[src/rtl/quad_enc_pkg.sv]
// rtl/quad_enc_pkg.sv - shared types and phase constants for the quadrature encoder generator
package quad_enc_pkg;

  // Run state of the generator
  typedef enum logic {
    IDLE = 1'b0,
    RUN  = 1'b1
  } state_t;

  // Quadrature phases as {A,B}; forward walks PH0 -> PH1 -> PH2 -> PH3 -> PH0
  localparam logic [1:0] PH0 = 2'b00;
  localparam logic [1:0] PH1 = 2'b10;
  localparam logic [1:0] PH2 = 2'b11;
  localparam logic [1:0] PH3 = 2'b01;

  // Direction encoding matches the sign bit of the commanded step count
  localparam logic FWD = 1'b0;
  localparam logic REV = 1'b1;

  // Neighbouring phase in the given direction; only one of A/B ever differs
  function automatic logic [1:0] next_phase(input logic [1:0] ph, input logic dir);
    logic [1:0] nxt;
    nxt = PH0;
    case (ph)
      PH0: nxt = (dir == FWD) ? PH1 : PH3;
      PH1: nxt = (dir == FWD) ? PH2 : PH0;
      PH2: nxt = (dir == FWD) ? PH3 : PH1;
      PH3: nxt = (dir == FWD) ? PH0 : PH2;
      default: nxt = PH0;
    endcase
    return nxt;
  endfunction

endpackage

[src/rtl/quad_enc_phase_step.sv]
// rtl/quad_enc_phase_step.sv - registered two-bit quadrature phase stepper
module quad_enc_phase_step
  import quad_enc_pkg::*;
(
  input  logic       i_clk,
  input  logic       i_reset,
  input  logic       i_step,
  input  logic       i_dir,
  output logic [1:0] o_ab
);

  logic [1:0] r_ab;

  // Advance one quadrature edge per strobe; the phase is kept between runs
  always_ff @(posedge i_clk) begin
    if (i_reset) begin
      r_ab <= PH0;
    end else if (i_step) begin
      r_ab <= next_phase(r_ab, i_dir);
    end
  end

  assign o_ab = r_ab;

endmodule

[src/rtl/quad_enc_gen.sv]
// rtl/quad_enc_gen.sv - quadrature A/B generator driven by signed step commands
module quad_enc_gen
  import quad_enc_pkg::*;
#(
  parameter int STEP_WIDTH   = 16,
  parameter int PERIOD_WIDTH = 16,
  parameter int POS_WIDTH    = 32,
  parameter int MIN_PERIOD   = 2
) (
  input  logic                         clk,
  input  logic                         reset,
  input  logic                         cmd_valid,
  output logic                         cmd_ready,
  input  logic signed [STEP_WIDTH-1:0] cmd_steps,
  input  logic [PERIOD_WIDTH-1:0]      cmd_period,
  input  logic                         abort,
  output logic                         enc_a,
  output logic                         enc_b,
  output logic                         busy,
  output logic                         done,
  output logic signed [POS_WIDTH-1:0]  position
);

  state_t                       r_state;
  logic [PERIOD_WIDTH-1:0]      r_timer;
  logic [PERIOD_WIDTH-1:0]      r_period;
  logic [STEP_WIDTH-1:0]        r_remaining;
  logic                         r_dir;
  logic                         r_ready;
  logic                         r_busy;
  logic                         r_done;
  logic                         r_zero_pend;
  logic signed [POS_WIDTH-1:0]  r_pos;

  logic                         w_accept;
  logic [STEP_WIDTH-1:0]        w_mag;
  logic [PERIOD_WIDTH-1:0]      w_period;
  logic                         w_expire;
  logic                         w_step;
  logic                         w_last;
  logic [1:0]                   w_ab;

  // Magnitude is taken as unsigned so the most negative count keeps its full size
  assign w_accept = cmd_valid && r_ready;
  assign w_mag    = cmd_steps[STEP_WIDTH-1] ? STEP_WIDTH'(-cmd_steps) : STEP_WIDTH'(cmd_steps);
  assign w_period = (cmd_period < PERIOD_WIDTH'(MIN_PERIOD)) ? PERIOD_WIDTH'(MIN_PERIOD) : cmd_period;

  // Abort takes priority over an expiring timer, so no edge slips out on abort
  assign w_expire = (r_state == RUN) && (r_timer == '0);
  assign w_step   = w_expire && !abort;
  assign w_last   = (r_remaining == STEP_WIDTH'(1));

  quad_enc_phase_step u_phase (
    .i_clk   (clk),
    .i_reset (reset),
    .i_step  (w_step),
    .i_dir   (r_dir),
    .o_ab    (w_ab)
  );

  // Run control: command capture, edge timer, remaining count and position
  always_ff @(posedge clk) begin
    if (reset) begin
      r_state     <= IDLE;
      r_timer     <= '0;
      r_period    <= '0;
      r_remaining <= '0;
      r_dir       <= FWD;
      r_ready     <= 1'b1;
      r_busy      <= 1'b0;
      r_done      <= 1'b0;
      r_zero_pend <= 1'b0;
      r_pos       <= '0;
    end else begin
      // A zero-step command reports completion one cycle after it is taken
      r_done      <= r_zero_pend;
      r_zero_pend <= 1'b0;
      case (r_state)
        IDLE: begin
          if (w_accept) begin
            if (w_mag == '0) begin
              r_zero_pend <= 1'b1;
            end else begin
              r_state     <= RUN;
              r_ready     <= 1'b0;
              r_busy      <= 1'b1;
              r_remaining <= w_mag;
              r_dir       <= cmd_steps[STEP_WIDTH-1];
              r_period    <= w_period;
              r_timer     <= w_period - PERIOD_WIDTH'(1);
            end
          end
        end
        RUN: begin
          if (abort) begin
            r_state <= IDLE;
            r_ready <= 1'b1;
            r_busy  <= 1'b0;
            r_done  <= 1'b1;
            r_timer <= '0;
          end else if (w_expire) begin
            r_pos       <= (r_dir == REV) ? r_pos - POS_WIDTH'(1) : r_pos + POS_WIDTH'(1);
            r_remaining <= r_remaining - STEP_WIDTH'(1);
            r_timer     <= r_period - PERIOD_WIDTH'(1);
            if (w_last) begin
              r_state <= IDLE;
              r_ready <= 1'b1;
              r_busy  <= 1'b0;
              r_done  <= 1'b1;
              r_timer <= '0;
            end
          end else begin
            r_timer <= r_timer - PERIOD_WIDTH'(1);
          end
        end
        default: begin
          r_state <= IDLE;
          r_ready <= 1'b1;
          r_busy  <= 1'b0;
        end
      endcase
    end
  end

  assign cmd_ready = r_ready;
  assign busy      = r_busy;
  assign done      = r_done;
  assign position  = r_pos;
  assign enc_a     = w_ab[1];
  assign enc_b     = w_ab[0];

endmodule

[config.mk]
export PLATFORM = sky130hd
export DESIGN_NAME = quad_enc_gen
export DESIGN_NICKNAME = d
export VERILOG_FILES = /design/src/rtl/quad_enc_pkg.sv /design/src/rtl/quad_enc_phase_step.sv /design/src/rtl/quad_enc_gen.sv
export SDC_FILE = /design/constraint.sdc
export NUM_CORES = 1
export LEC_CHECK = 0
export ABC_CLOCK_PERIOD_IN_PS = 6300
export CAP_MARGIN = 10
export CORE_MARGIN = 2
export CORE_UTILIZATION = 62
export CTS_BUF_LIST = sky130_fd_sc_hd__clkbuf_4 sky130_fd_sc_hd__clkbuf_8 sky130_fd_sc_hd__clkbuf_16
export DETAILED_ROUTE_END_ITERATION = 6
export PLACE_DENSITY = 0.87
export SYNTH_ARGS = -nofsm -noshare
export SYNTH_HDL_FRONTEND = slang
export SYNTH_SLANG_ARGS = --single-unit
[constraint.sdc]
create_clock -name clk -period 6.3 [get_ports clk]
set_input_delay 1.575 -clock clk [delete_from_list [all_inputs] [get_ports clk]]
set_output_delay 1.575 -clock clk [all_outputs]
set_load 0.02 [all_outputs]
# --- After elaboration in Yosys (flattened, before gate mapping) ---
# Index checks and enable logic that the tools add are counted.
classes:
  shift: 0
  div: 0
  addsub: 7
  bitwise_logic: 4
  n_eq_ne: 10
  muxes: 42
  n_lt_le_gt_ge: 1
  reduce_logical: 13
  n_mul: 0
ops:
  columns: ["op", "n"]
  rows:
  - ["16-bit two-way mux", 11]
  - ["16-bit one-hot mux with 2 select lines", 2]
  - ["16-bit by 1-bit subtractor with 16-bit output, second input constant", 4]
  - ["32-bit by 2-bit adder with 32-bit output, second input constant", 1]
  - ["16-bit logical NOT", 2]
  - ["32-bit two-way mux", 1]
  - ["32-bit by 2-bit subtractor with 32-bit output, second input constant", 1]
  - ["1-bit two-way mux", 20]
  - ["16-bit by 1-bit == test with 1-bit output, second input constant", 1]
  - ["16-bit by 2-bit less-than comparator with 1-bit output, second input constant", 1]
  - ["16-bit negator", 1]
  - ["2-bit two-way mux", 4]
  - ["2-bit one-hot mux with 4 select lines", 1]
  - ["4-bit AND reduction", 2]
  - ["2-bit != test, second input constant", 3]
  - ["3-bit by 2-bit != test with 1-bit output, second input constant", 2]
  - ["1-bit one-hot mux with 2 select lines", 3]
  - ["3-bit AND reduction", 2]
  - ["2-bit == test, second input constant", 2]
  - ["1-bit NOT", 4]
  - ["1-bit logical AND", 3]
  - ["3-bit OR reduction", 1]
  - ["2-bit by 1-bit == test with 1-bit output, second input constant", 1]
  - ["2-bit logical NOT", 1]
  - ["other kinds (3)", 3]
totals:
  out_inout_bits: 37
  latchBits: 0
  input_bits: 36
  mem_bits_rw: 0
  memories: 0
  register_bits: 88
  romBits: 0
  elab_cells: 88

# --- Longest topological paths before layout ---
logic_depth:
  depth_word: 6
  depth_mapped: 13
  mapped_depth_nobuf: 13

# --- Hierarchy ---
# Synthesis repeated with hierarchy kept, for this count alone.
unflattened:
  cells_unflattened: 905
  area_unflattened_um2: 6890.4
modules_own_cells:
  columns: ["mod", "area_per_inst_um2", "seq_area_each_um2", "cells_per_inst", "instances"]
  rows:
  - ["quad_enc_gen", 6796.5, 1721.7, 896, 1]
  - ["quad_enc_phase_step", 93.8, 40.0, 9, 1]

# --- Worst setup path after synthesis ---
# Ideal clock, no wire load.
synth_path:
  kind: "input to register"
  from: "in cmd_steps[6]"
  to: "reg r_remaining[6]"
  arrival_ns: 4.187
  required_ns: 6.172
  setup_ns: 0.128
  setup_slack_ns: 1.985
  path_stages: 11
  path_buffers: 2
  path_cell_list: "or4_1 buf_2 or4b_4 mux2i_1 a32o_1 and4_4 a21oi_4 nor2_4 buf_6 a222oi_1 nor2_1"
synth_between:
  elab_chain_len: 5
  word_cells_on_any_way: 8
  cone_classes: "add/sub: 1; eq/ne: 1; mux: 4; reduce/logical: 2"
synth_lines:
  columns: ["element", "line", "source"]
  rows:
  - ["start: declaration", "quad_enc_gen.sv:14", "input logic signed [STEP_WIDTH-1:0] cmd_steps,"]
  - ["16-bit negator", "quad_enc_gen.sv:45", "assign w_mag = cmd_steps[STEP_WIDTH-1] ? STEP_WIDTH'(-cmd_steps) : STEP_WIDTH'(cmd_steps);"]
  - ["16-bit two-way mux (*)", "quad_enc_gen.sv:45", null]
  - ["16-bit logical NOT / 16-bit two-way mux (equally long branches)", "quad_enc_gen.sv:81", "if (w_mag == '0) begin"]
  - ["2-bit != test (no line) / 16-bit two-way mux (equally long branches)", null, null]
  - ["4-bit AND reduction (no line) / 16-bit one-hot mux with 2 select lines (equally long branches)", null, null]
  - ["end signal: assignment", "quad_enc_gen.sv:87", "r_remaining <= w_mag;"]
  - ["end signal: assignment", "quad_enc_gen.sv:103", "r_remaining <= r_remaining - STEP_WIDTH'(1);"]
  - ["end: declaration", "quad_enc_gen.sv:27", "logic [STEP_WIDTH-1:0] r_remaining;"]
# Mark *: on every way between the ends. The rest lies on a longest branch, timed or not. The select of a mux whose other input is x is not followed.
# A chain may end at the register's enable or synchronous reset.

# --- Worst setup path in the final report ---
layout_path:
  from: "in cmd_steps[4]"
  to: "reg r_timer[7]"
layout_between:
  elab_chain_len: 5
layout_lines:
  columns: ["element", "line", "source"]
  rows:
  - ["16-bit negator", "quad_enc_gen.sv:45", null]
  - ["16-bit two-way mux (*)", "quad_enc_gen.sv:45", null]
  - ["16-bit logical NOT (*)", "quad_enc_gen.sv:81", null]
  - ["2-bit != test (no line) (*)", null, null]
  - ["2-bit AND reduction (no line) (*)", null, null]
  - ["end signal: assignment", "quad_enc_gen.sv:90", "r_timer <= w_period - PERIOD_WIDTH'(1);"]
  - ["end signal: assignment", "quad_enc_gen.sv:104", "r_timer <= r_period - PERIOD_WIDTH'(1);"]
  - ["end signal: assignment", "quad_enc_gen.sv:113", "r_timer <= r_timer - PERIOD_WIDTH'(1);"]
  - ["end: declaration", "quad_enc_gen.sv:25", "logic [PERIOD_WIDTH-1:0] r_timer;"]
# Mark *: on every way between the ends. The rest lies on a longest branch, timed or not.

==> qor.csv <==
stage,metric,value,unit
cells_and_area,final layout net count,993,
outcome,outcome,completed,
floorplanning,Die X,107,µm
hold_path,hold crit path type,reg -> reg,
timing,maximum clock rate,0.198,GHz
setup_path,Crit. Startpoint,cmd_steps[4],
detailed_routing,First DRT Iteration DRCs,645,
setup_path,crit path to,r_timer[7],
logic_synthesis,async set-reset flop share out of synthesis,0,%
cells_and_area,Ant. Diodes,0,
timing,Clock Skew,0.00854,ns
detailed_routing,final WL,17400,µm
detailed_routing,DRT antenna net count,0,
setup_path,Worst EP required,6.59,ns
placed_design,PortBufs,72,
logic_synthesis,Gate Count Post-Synth,868,
setup_path,worst reg2reg startpoint,r_timer[7],
setup_path,crit start category,input port,
floorplanning,full die area,0.0114,mm²
setup_path,Reg2Reg Setup Slack,2.29,ns
global_routing,first-pass GRT wire length,29000,µm
clock_tree,CTS Hold Bufs,0,
cells_and_area,share of layout cells above drive strength 1,4.43,%
floorplanning,Boundary Pins,73,
timing,final setup vio count,0,
power_and_ir_drop,power per standard cell area,197,mW/mm²
cells_and_area,Layout area overhead,15.4,%
flow_run,max cap viols,0,
placed_design,dpl hpwl,12600,µm
detailed_routing,# DRC,0,
setup_path,r2r worst-path depth,9,
power_and_ir_drop,Worst VDD drop,121,µV
detailed_routing,First-pass DRT Iterations,7,
global_routing,Global Route Usage Sum,30.8,%
logic_synthesis,"Top FF cell, synth",dfxtp_1,
setup_path,Max Fanout on Critical Path,15,
global_routing,initial antenna violation count,0,
clock_tree,clk_lat worst skew,0.37,ns
logic_synthesis,Mapped Avg Cell Area,7.57,µm²
global_routing,vias in the first global route,6341,
setup_path,CP Capture Type,flop,
detailed_routing,per-cell routed wire length,16.4,µm
clock_tree,H-tree depth,3,
timing,setup TNS,0,ns
logic_synthesis,Synth top area share,26.8,%
timing,worst hold margin,0.485,ns
setup_path,CP Class,in -> reg,
clock_tree,Post-CTS Resized,0,
clock_tree,Root Driver,clkbuf_8,
logic_synthesis,Post-Syn Area,0.00657,mm²
logic_synthesis,Yosys cell types,74,
cells_and_area,Post-Layout Cell Count,1061,
detailed_routing,Vias/cell,6.43,
timing,relative slew slack,39.4,%
timing,crit share post-route,80.1,%
timing,Hold Fails Final Rpt,0,
global_routing,largest net degree at the start of global routing,61,
floorplanning,FP Rows,37,
cells_and_area,# fillers,811,
setup_path,CP Data Arrival Time,5.34,ns
clock_tree,"CTS clk-pin slew, worst paths",0.09,ns
global_routing,Congestion Overflow GR,0,
placed_design,placed cell count,1045,
logic_synthesis,number of synthesized flops with an enable pin,0,
clock_tree,post-CTS setup buffer count,0,
logic_synthesis,"top cells by area, synth","dfxtp_1 27%, nand2_1 7.6%, ha_1 6.9%, xnor2_1 5.6%, a21oi_1 5.2%",
clock_tree,CTS tree,done,
clock_tree,clock sink count,88,
clock_tree,Longest Clk Path Bufs,2,
setup_path,worst r2r dst,r_timer[11],
clock_tree,Inserted Clock Buffers,9,
floorplanning,Initial Util,63.7,%
timing,actual slew at the worst max-slew pin,0.897,ns
logic_synthesis,post-synth net total,941,
placed_design,GPL Wtd Cong,0.930,
power_and_ir_drop,leak pwr,0.00294,µW
timing,Pins Over Slew Limit,0,
logic_synthesis,Ys Warns,0,
timing,unrepaired setup endpoints after global routing,no,
logic_synthesis,largest area contributor in the netlist,dfxtp_1,
floorplanning,Die Ht,107,µm
floorplanning,core box area,0.0103,mm²
logic_synthesis,sequential element share of the synthesized area,26.8,%
detailed_routing,Vias,6824,
timing,fin crit period,5.05,ns
logic_synthesis,Yosys reg bits,88,
[area by class of cell]
| type | instances | area, µm² | share of cell area, % |
|---|---|---|---|
| inverters | 25 | 93.8 | 1.24 |
| flip-flops and latches | 88 | 1760 | 23.2 |
| multi-input cells | 717 | 4560 | 60.1 |
| well taps | 136 | 170 | 2.24 |
| clock inverters | 5 | 78.8 | 1.04 |
| clock buffers | 11 | 151 | 2.00 |
| repair buffers | 79 | 768 | 10.1 |
[layout by cell type, fill, tap and decap left out, drive strengths merged, types with 7 or more instances in the layout]
master         count
nand2b            14
a21oi             70
nor3              33
nand3             17
clkbuf            11
or3                8
buf                8
nor2b             10
or4               13
dfxtp             88
xnor2             42
xor2              36
clkdlybuf4s50     71
nand2            133
or2                7
nor4              14
a211oi            21
mux2i             19
a21o              14
inv               25
o21ai             44
nor2              82
a31oi              7
o31ai             10
ha                36
[synthesized netlist by cell type (17+ instances only)]
cell / count
a211oi_1: 21
a21oi_1: 68
clkbuf_1: 28
dfxtp_1: 88
ha_1: 36
inv_1: 25
mux2i_1: 19
nand2_1: 133
nand3_1: 17
nor2_1: 80
nor3_1: 33
o21ai_0: 43
xnor2_1: 42
xor2_1: 36
[kinds of logic after synthesis]
kind of cell / synth area share, %
compound gates: 22.7
fa+ha+maj: 7.16
flops: 26.8
mux: 3.06
buf+inv: 4.00
simple gates: 25.9
xor+xnor: 10.4
[per-stage QoR]
stage | util [%] | worst slack, ns | total power (µW) | instance area [µm²]
2_1_floorplan | - | 1.99 | 925 | 6570
3_3_place_gp | 71.2 | 1.11 | 1020 | 7350
3_5_place_dp | 71.2 | 0.965 | 1040 | 7350
4_1_cts | 73.5 | 1.34 | 1490 | 7580
5_1_grt | 73.5 | 1.09 | 1560 | 7580
6_report | 73.5 | 1.25 | 1490 | 7580
[registers in the layout (all words and copies together), names as in the netlist]
name and cells:
done 1, r_period 16, u_phase.o_ab 2, r_remaining 16, position 32, cmd_ready 1, r_timer 16, busy 1
r_zero_pend 1, r_dir 1, r_state 1
[worst max-delay path, stage by stage]
cell and delay [ns]:
clkdlybuf4s50_1 0.52, or4_1 0.70, or4b_4 0.61, mux2i_1 0.14, a32o_1 0.27, and4_4 0.21, a21oi_2 0.56, or2_1 0.48
nor2_1 0.10, nor3_1 0.17
[worst min-delay path by stage]
stage | to | start | depth (start not counted) | slack (ns)
floorplan | done | r_zero_pend | 2 | 0.41
global placement | done | r_zero_pend | 2 | 0.45
detailed placement | done | r_zero_pend | 2 | 0.46
CTS | position[2] | position[2] | 2 | 0.48
global route | position[15] | position[15] | 2 | 0.51
finish | position[2] | position[2] | 2 | 0.48
[metal layers]
layer  up-vias  share of wire [%]  global-route usage (%)  wire [µm]
met4         0                2.7                    13.0        472
met5         -                  0                       0          0
li1       3268                  -                       -          -
met2       317                 48                    53.0       8390
met3        45                6.3                    3.04       1100
met1      3194                 43                    39.3       7440
[report_power, final]
group          switching (µW)  leakage, µW  internal, µW
Clock                     213     0.000119           245
Combinational             239      0.00211           165
Sequential               41.7     0.000718           589
Total                     494      0.00294           998
(Power assumes the default switching activity.)
